<file path="config.mk">
export PLATFORM = sky130hd
export DESIGN_NAME = ibex_csr_access_tracker
export DESIGN_NICKNAME = d
export VERILOG_FILES = /design/src/rtl/ibex_csr_trace_pkg.sv /design/src/rtl/ibex_csr_trace_fifo.sv /design/src/rtl/ibex_csr_access_tracker.sv
export SDC_FILE = /design/constraint.sdc
export NUM_CORES = 2
export LEC_CHECK = 0
export BUFFER_PORTS_ARGS = -buffer_cell sky130_fd_sc_hd__buf_4
export CAP_MARGIN = 20
export CORE_MARGIN = 2
export CORE_UTILIZATION = 40
export CTS_CLUSTER_DIAMETER = 120
export CTS_CLUSTER_SIZE = 20
export DETAILED_ROUTE_END_ITERATION = 16
export GPL_TIMING_DRIVEN = 1
export PLACE_DENSITY_LB_ADDON = 0.2
export SETUP_SLACK_MARGIN = 0.5
export SLEW_MARGIN = 40
export SYNTH_ARGS = -nofsm -noshare
export SYNTH_HDL_FRONTEND = slang
export SYNTH_SLANG_ARGS = --single-unit
</file>
<file path="constraint.sdc">
create_clock -name clk_i -period 2.7 [get_ports clk_i]
set_clock_uncertainty 0.1 [all_clocks]
set_input_delay 0.135 -clock clk_i [delete_from_list [all_inputs] [get_ports clk_i]]
set_output_delay 0.135 -clock clk_i [all_outputs]
set_load 0.01 [all_outputs]
</file>
<file path="src/rtl/ibex_csr_trace_pkg.sv">
// Shared types for the CSR access tracker: op encoding, the captured trace entry and the
// post-access value helper.
package ibex_csr_trace_pkg;

    typedef enum logic [1:0] {
        CsrOpRead  = 2'd0,
        CsrOpWrite = 2'd1,
        CsrOpSet   = 2'd2,
        CsrOpClear = 2'd3
    } csr_op_e;

    // Width of the stored sequence field; the top-level SeqW is cast to this width.
    localparam int unsigned CsrSeqW = 16;

    typedef struct packed {
        logic [11:0]        addr;
        csr_op_e            op;
        logic [31:0]        wdata;
        logic [31:0]        rdata;
        logic [31:0]        newval;
        logic [CsrSeqW-1:0] seq;
        logic               gap;
    } csr_trace_entry_t;

    function automatic logic [31:0] csr_newval(csr_op_e op, logic [31:0] wdata,
                                               logic [31:0] rdata);
        logic [31:0] val;
        val = rdata;
        unique case (op)
            CsrOpRead:  val = rdata;
            CsrOpWrite: val = wdata;
            CsrOpSet:   val = rdata | wdata;
            CsrOpClear: val = rdata & ~wdata;
            default:    val = rdata;
        endcase
        return val;
    endfunction

endpackage

</file>
<file path="src/rtl/ibex_csr_trace_fifo.sv">
// Depth-deep FIFO of CSR trace entries. Pointers carry one extra wrap bit so full and
// empty are distinguished without a counter; the head is read straight from storage.
module ibex_csr_trace_fifo
    import ibex_csr_trace_pkg::*;
#(
    parameter int unsigned Depth = 8
) (
    input  logic             clk_i,
    input  logic             rst_ni,
    input  logic             push_i,
    input  csr_trace_entry_t data_i,
    input  logic             pop_i,
    output csr_trace_entry_t data_o,
    output logic             full_o,
    output logic             empty_o
);

    localparam int unsigned AddrW = $clog2(Depth);
    localparam int unsigned PtrW  = AddrW + 1;

    csr_trace_entry_t r_mem [Depth];
    logic [PtrW-1:0]  r_wr_ptr;
    logic [PtrW-1:0]  r_rd_ptr;

    logic w_full;
    logic w_empty;
    logic w_push;
    logic w_pop;

    assign w_empty = (r_wr_ptr == r_rd_ptr);
    assign w_full  = (r_wr_ptr[AddrW] != r_rd_ptr[AddrW]) &&
                     (r_wr_ptr[AddrW-1:0] == r_rd_ptr[AddrW-1:0]);
    assign w_pop   = pop_i & ~w_empty;
    // When full, a push is only legal alongside a pop; it reuses the slot being vacated.
    assign w_push  = push_i & (~w_full | w_pop);

    always_ff @(posedge clk_i or negedge rst_ni) begin
        if (!rst_ni) begin
            r_wr_ptr <= '0;
            r_rd_ptr <= '0;
            for (int i = 0; i < int'(Depth); i++) begin
                r_mem[i] <= '0;
            end
        end else begin
            if (w_push) begin
                r_mem[r_wr_ptr[AddrW-1:0]] <= data_i;
                r_wr_ptr                   <= r_wr_ptr + PtrW'(1);
            end
            if (w_pop) begin
                r_rd_ptr <= r_rd_ptr + PtrW'(1);
            end
        end
    end

    assign data_o  = r_mem[r_rd_ptr[AddrW-1:0]];
    assign full_o  = w_full;
    assign empty_o = w_empty;

endmodule

</file>
<file path="src/rtl/ibex_csr_access_tracker.sv">
// Captures qualified CSR accesses, computes the post-access value, tags them with a
// sequence number and buffers them; overflow drops are counted and flagged on the next entry.
module ibex_csr_access_tracker
    import ibex_csr_trace_pkg::*;
#(
    parameter int unsigned Depth = 8,
    parameter int unsigned SeqW  = 16
) (
    input  logic            clk_i,
    input  logic            rst_ni,
    input  logic            en_i,
    input  logic            csr_access_i,
    input  logic [11:0]     csr_addr_i,
    input  logic [1:0]      csr_op_i,
    input  logic [31:0]     csr_wdata_i,
    input  logic [31:0]     csr_rdata_i,
    output logic            out_valid_o,
    input  logic            out_ready_i,
    output logic [11:0]     out_addr_o,
    output logic [1:0]      out_op_o,
    output logic [31:0]     out_wdata_o,
    output logic [31:0]     out_rdata_o,
    output logic [31:0]     out_newval_o,
    output logic [SeqW-1:0] out_seq_o,
    output logic            out_gap_o,
    output logic [15:0]     drop_cnt_o,
    output logic            full_o,
    output logic            empty_o
);

    logic [SeqW-1:0]  r_seq;
    logic             r_gap_pend;
    logic [15:0]      r_drop_cnt;

    logic             w_qual;
    logic             w_pop;
    logic             w_push;
    logic             w_drop;
    logic             w_full;
    logic             w_empty;
    csr_op_e          w_op;
    csr_trace_entry_t w_entry;
    csr_trace_entry_t w_head;

    assign w_qual = en_i & csr_access_i;
    assign w_pop  = ~w_empty & out_ready_i;
    assign w_push = w_qual & (~w_full | w_pop);
    assign w_drop = w_qual & w_full & ~w_pop;
    assign w_op   = csr_op_e'(csr_op_i);

    always_comb begin
        w_entry        = '0;
        w_entry.addr   = csr_addr_i;
        w_entry.op     = w_op;
        w_entry.wdata  = csr_wdata_i;
        w_entry.rdata  = csr_rdata_i;
        w_entry.newval = csr_newval(w_op, csr_wdata_i, csr_rdata_i);
        w_entry.seq    = CsrSeqW'(r_seq);
        w_entry.gap    = r_gap_pend;
    end

    // Sequence advances on every qualified access so consumers can see exactly which were lost.
    always_ff @(posedge clk_i or negedge rst_ni) begin
        if (!rst_ni) begin
            r_seq      <= '0;
            r_gap_pend <= 1'b0;
            r_drop_cnt <= '0;
        end else begin
            if (w_qual) begin
                r_seq <= r_seq + SeqW'(1);
            end
            if (w_drop) begin
                r_gap_pend <= 1'b1;
                if (r_drop_cnt != 16'hFFFF) begin
                    r_drop_cnt <= r_drop_cnt + 16'd1;
                end
            end else if (w_push) begin
                r_gap_pend <= 1'b0;
            end
        end
    end

    ibex_csr_trace_fifo #(
        .Depth (Depth)
    ) u_fifo (
        .clk_i   (clk_i),
        .rst_ni  (rst_ni),
        .push_i  (w_push),
        .data_i  (w_entry),
        .pop_i   (w_pop),
        .data_o  (w_head),
        .full_o  (w_full),
        .empty_o (w_empty)
    );

    assign out_valid_o  = ~w_empty;
    assign out_addr_o   = w_head.addr;
    assign out_op_o     = w_head.op;
    assign out_wdata_o  = w_head.wdata;
    assign out_rdata_o  = w_head.rdata;
    assign out_newval_o = w_head.newval;
    assign out_seq_o    = SeqW'(w_head.seq);
    assign out_gap_o    = w_head.gap;
    assign drop_cnt_o   = r_drop_cnt;
    assign full_o       = w_full;
    assign empty_o      = w_empty;

endmodule

</file>
==> flow_summary.yaml <==
global_routing:
  first_global_vias: 29600
  wire_length_of_the_first_global_routing_pass_um: 198000
  largest_net_degree_at_the_start_of_global_routing: 99
  track_usage_pct: 21.7
  antenna_found_initial: 19
  grt-ovfl-total: 0
setup_path:
  crit_path_top_delay_cell: "sky130_fd_sc_hd__dfrtp_4"
  cpMostUsedCell: "sky130_fd_sc_hd__buf_12"
  worstPathMaxFanout: 7
  critPathBufInv: 4
  critPathRequiredTime_ns: 2.47
  cpPeakStageDelay_ns: 0.52
  worst_path_cell_trace: "buf_12 -> buf_12 -> clkbuf_16 -> mux4_2 -> mux2_4 -> buf_6"
  crit_path_start_kind: "flip-flop"
  setup.worst_path.end_class: "output port"
  dominant_delay_contributor_by_cell_family_on_the_critical_path: "multiplexers"
  crit_type: "reg2out"
  worst_ep_arrival_time_ns: 2.68
timing:
  final-setup-viol-count: 127
  rsz0062_at_grt: "yes"
  measured_slew_at_the_worst_slew_check_pin_ns: 1.07
  final_min_period_over_clock_period_pct: 108
  max_clock_freq_ghz: 0.343
  final_max_slew_viol_count: 0
  finalHoldViolations: 0
  fin_tns_setup_ns: -17.72
  worst_slew_margin_rel_pct: 28.0
  finalWorstPathRequiredPeriod_ns: 2.91
  final.setup.worst_slack_ns: -0.212
cells_and_area:
  final_nets: 3791
  syn2layout_area_growth_pct: 26.5
  drive_above_1_share_pct: 51.1
  layout.cells.most_common_list: "1,054 x sky130_fd_sc_hd__dfrtp_1, 660 x sky130_fd_sc_hd__mux2_2, 254 x sky130_fd_sc_hd__mux4_2, 243 x sky130_fd_sc_hd__buf_4, 237 x sky130_fd_sc_hd__nand2_1"
  final_core_util_pct: 51.0
  final_common_cell: "sky130_fd_sc_hd__dfrtp_1"
  fill_cells: 9871
  final_cells: 5255
clock_tree:
  clock-sinks: 1057
  cts-buffers-inserted: 60
  worst_setup_hold_path_clk_slew_ns: 0.09
  worstSkewPairLatency_ns: 0.70
  h-tree-depth: 2
  cts_root_buf: "sky130_fd_sc_hd__clkbuf_16"
  clk_path_buf_depth: 3
  cts_tree: "yes"
logic_synthesis:
  synthesis.yosys.warnings: 0
  number_of_enable_type_register_cells_in_the_synthesized_netlist: 0
  synth_ff_type: "sky130_fd_sc_hd__dfrtp_1"
  ys_seq_area_share_pct: 55.6
  asyncSetResetFlopFracSynth_pct: 100
  netlist_instances: 3284
  synth.ff_latch_count: 1057
  synthDistinctLibCells: 39
  netlist_area_um2: 47600
  synth_nets: 3371
  avgSynthCellArea_um2: 14.5
min_path:
  type_of_the_worst_min_delay_path: "in2async"
pwr:
  p_total_mw: 70.9
  leakagePower_nw: 27.7
  power_per_cell_area_nw_per_um2: 1180
  vdd_ir_drop_max_mv: 0.833
drt:
  drt_drc_violations_left: 0
  drt.antenna.violating_nets: 0
  num_vias: 29500
  first_iter_violations: 2103
  dr.pass1.iters: 5
  via_per_inst: 5.62
  wire_per_inst_um: 27.4
  finalWirelength_um: 144000
floorplanning:
  die-height_um: 349
  row_count: 126
  die_width_um: 349
  ioPinCount: 229
  start_util_pct: 40.3
  fp.coreArea_um2: 118000
  die_area_um2: 122000
run:
  maxCapViolations: 0
outcome:
  outcome: "finished with violations"
  violated_checks: "negative setup slack"
placed_design:
  place_hpwl_um: 76200
  port_buffers: 228
  place_inst: 4867
  gp_congestion: 0.749
==> Yosys cell counts, types with 2 or more instances <==
library cell                  n  area (um^2)
sky130_fd_sc_hd__buf_2       99          495
sky130_fd_sc_hd__nand2b_1     2         12.5
sky130_fd_sc_hd__nand4b_1     2         17.5
sky130_fd_sc_hd__nand3_1     17         85.1
sky130_fd_sc_hd__nor3_1       6         30.0
sky130_fd_sc_hd__a211oi_1    28          210
sky130_fd_sc_hd__xnor2_1     33          289
sky130_fd_sc_hd__a211o_1      4         35.0
sky130_fd_sc_hd__o21ai_0    266         1330
sky130_fd_sc_hd__buf_6        4         45.0
sky130_fd_sc_hd__o21ai_2      2         17.5
sky130_fd_sc_hd__ha_1         4         50.1
sky130_fd_sc_hd__and2_1       2         12.5
sky130_fd_sc_hd__dfrtp_1   1057        26500
sky130_fd_sc_hd__mux2_2     892        10000
sky130_fd_sc_hd__nor2_1      11         41.3
sky130_fd_sc_hd__nand2_1    274         1030
sky130_fd_sc_hd__clkbuf_1   123          462
sky130_fd_sc_hd__o21ai_1     18         90.1
sky130_fd_sc_hd__and3_1       8         50.1
sky130_fd_sc_hd__a21oi_1     32          160
sky130_fd_sc_hd__inv_1        3         11.3
sky130_fd_sc_hd__o211ai_2     6         75.1
sky130_fd_sc_hd__nand4_1     12         75.1
sky130_fd_sc_hd__clkbuf_2    19         95.1
sky130_fd_sc_hd__buf_1       23         86.3
sky130_fd_sc_hd__nor2b_1     28          175
sky130_fd_sc_hd__mux4_2     254         5720
sky130_fd_sc_hd__buf_4       40          300
sky130_fd_sc_hd__xor2_1       6         52.6
==> power by group <==
| part | total, mW | leakage (nW) | switching (mW) | internal [mW] |
|---|---|---|---|---|
| sequential | 26.3 | 13.4 | 3.68 | 22.6 |
| combinational | 34.9 | 13.6 | 14.0 | 21.0 |
| clock | 9.69 | 0.814 | 5.48 | 4.22 |
==> tightest hold or removal path, stage by stage <==
cell                            delay, ns
sky130_fd_sc_hd__dlygate4sd3_1       0.59
sky130_fd_sc_hd__buf_8               0.27
sky130_fd_sc_hd__buf_12              0.25
==> metal layers <==
| layer | vias to the layer above | track usage [%] | part of all wire, % |
|---|---|---|---|
| li1 | 12800 | - | - |
| met1 | 16000 | 31.4 | 45 |
| met2 | 571 | 34.3 | 47 |
| met3 | 179 | 3.89 | 5.0 |
| met4 | 20 | 4.35 | 2.2 |
| met5 | - | 0 | 0.087 |
==> cells by family (layout without fill, tap and decap cells) <==
kind of cell / Yosys count / in the layout / synth area share (%)
other: 0 / 6 / 0
adder cells (fa/ha/maj): 4 / 4 / 0.105
buffers and inverters: 312 / 741 / 3.15
AO/OA/AOI/OAI: 358 / 358 / 4.07
flip-flops: 1057 / 1057 / 55.6
AND/OR/NAND/NOR: 368 / 368 / 3.30
XOR/XNOR: 39 / 39 / 0.717
multiplexers: 1146 / 1146 / 33.1
==> flip-flops by register name (all words and copies together) (netlist names) <==
| register | count |
|---|---|
| u_fifo.r_mem | 1016 |
| r_seq | 16 |
| u_fifo.r_wr_ptr | 4 |
| r_gap_pend | 1 |
| u_fifo.r_rd_ptr | 4 |
| drop_cnt_o | 16 |
==> what timing repair did <==
action | in CTS | in global routing
gates resized for setup | 247 | 380
setup endpoints to repair | 995 | 1167
hold buffers | 82 | 0
setup buffers | 67 | 68
hold endpoints to repair | 1865 | 0
pin swaps | 7 | 33
gates cloned | 38 | 56
==> per-stage QoR <==
stage / worst slack, ns / cell area [um^2] / hold slack [ns]
floorplan: 0.529 / 47600 / -0.261
detailed placement: 0.261 / 51700 / 0.00526
global placement: 0.251 / 51700 / 0.00777
finish: -0.212 / 60200 / 0.0913
global route: -0.282 / 60200 / 0.0881
CTS: -0.286 / 57000 / 0.0699
==> layout make-up <==
class,instances,area (um^2),share of cell area (%)
clock inverters,7,97.6,0.162
flip-flops and latches,1057,26500,43.9
inverters,4,18.8,0.0312
clock buffers,64,1560,2.59
repair buffers,666,9150,15.2
well taps,1536,1920,3.19
multi-input cells,1915,21000,34.9
diodes,6,15.0,0.0249
==> path summary, 6_finish.rpt <==
kind,cells after the start,endpoint,slack [ns],startpoint
max in group asynchronous,3,u_fifo.r_mem[143],1.77,rst_ni
worst max register to register,11,u_fifo.r_mem[141],0.05,u_fifo.r_rd_ptr[1]
worst min-delay path,3,u_fifo.r_mem[388],0.09,rst_ni
worst min register to register,2,u_fifo.r_mem[537],0.38,u_fifo.r_mem[537]
worst max-delay path,6,out_newval_o[30],-0.21,u_fifo.r_rd_ptr[0]
min in group clk_i,3,u_fifo.r_mem[367],0.11,csr_op_i[0]
(Power assumes the default switching activity.)
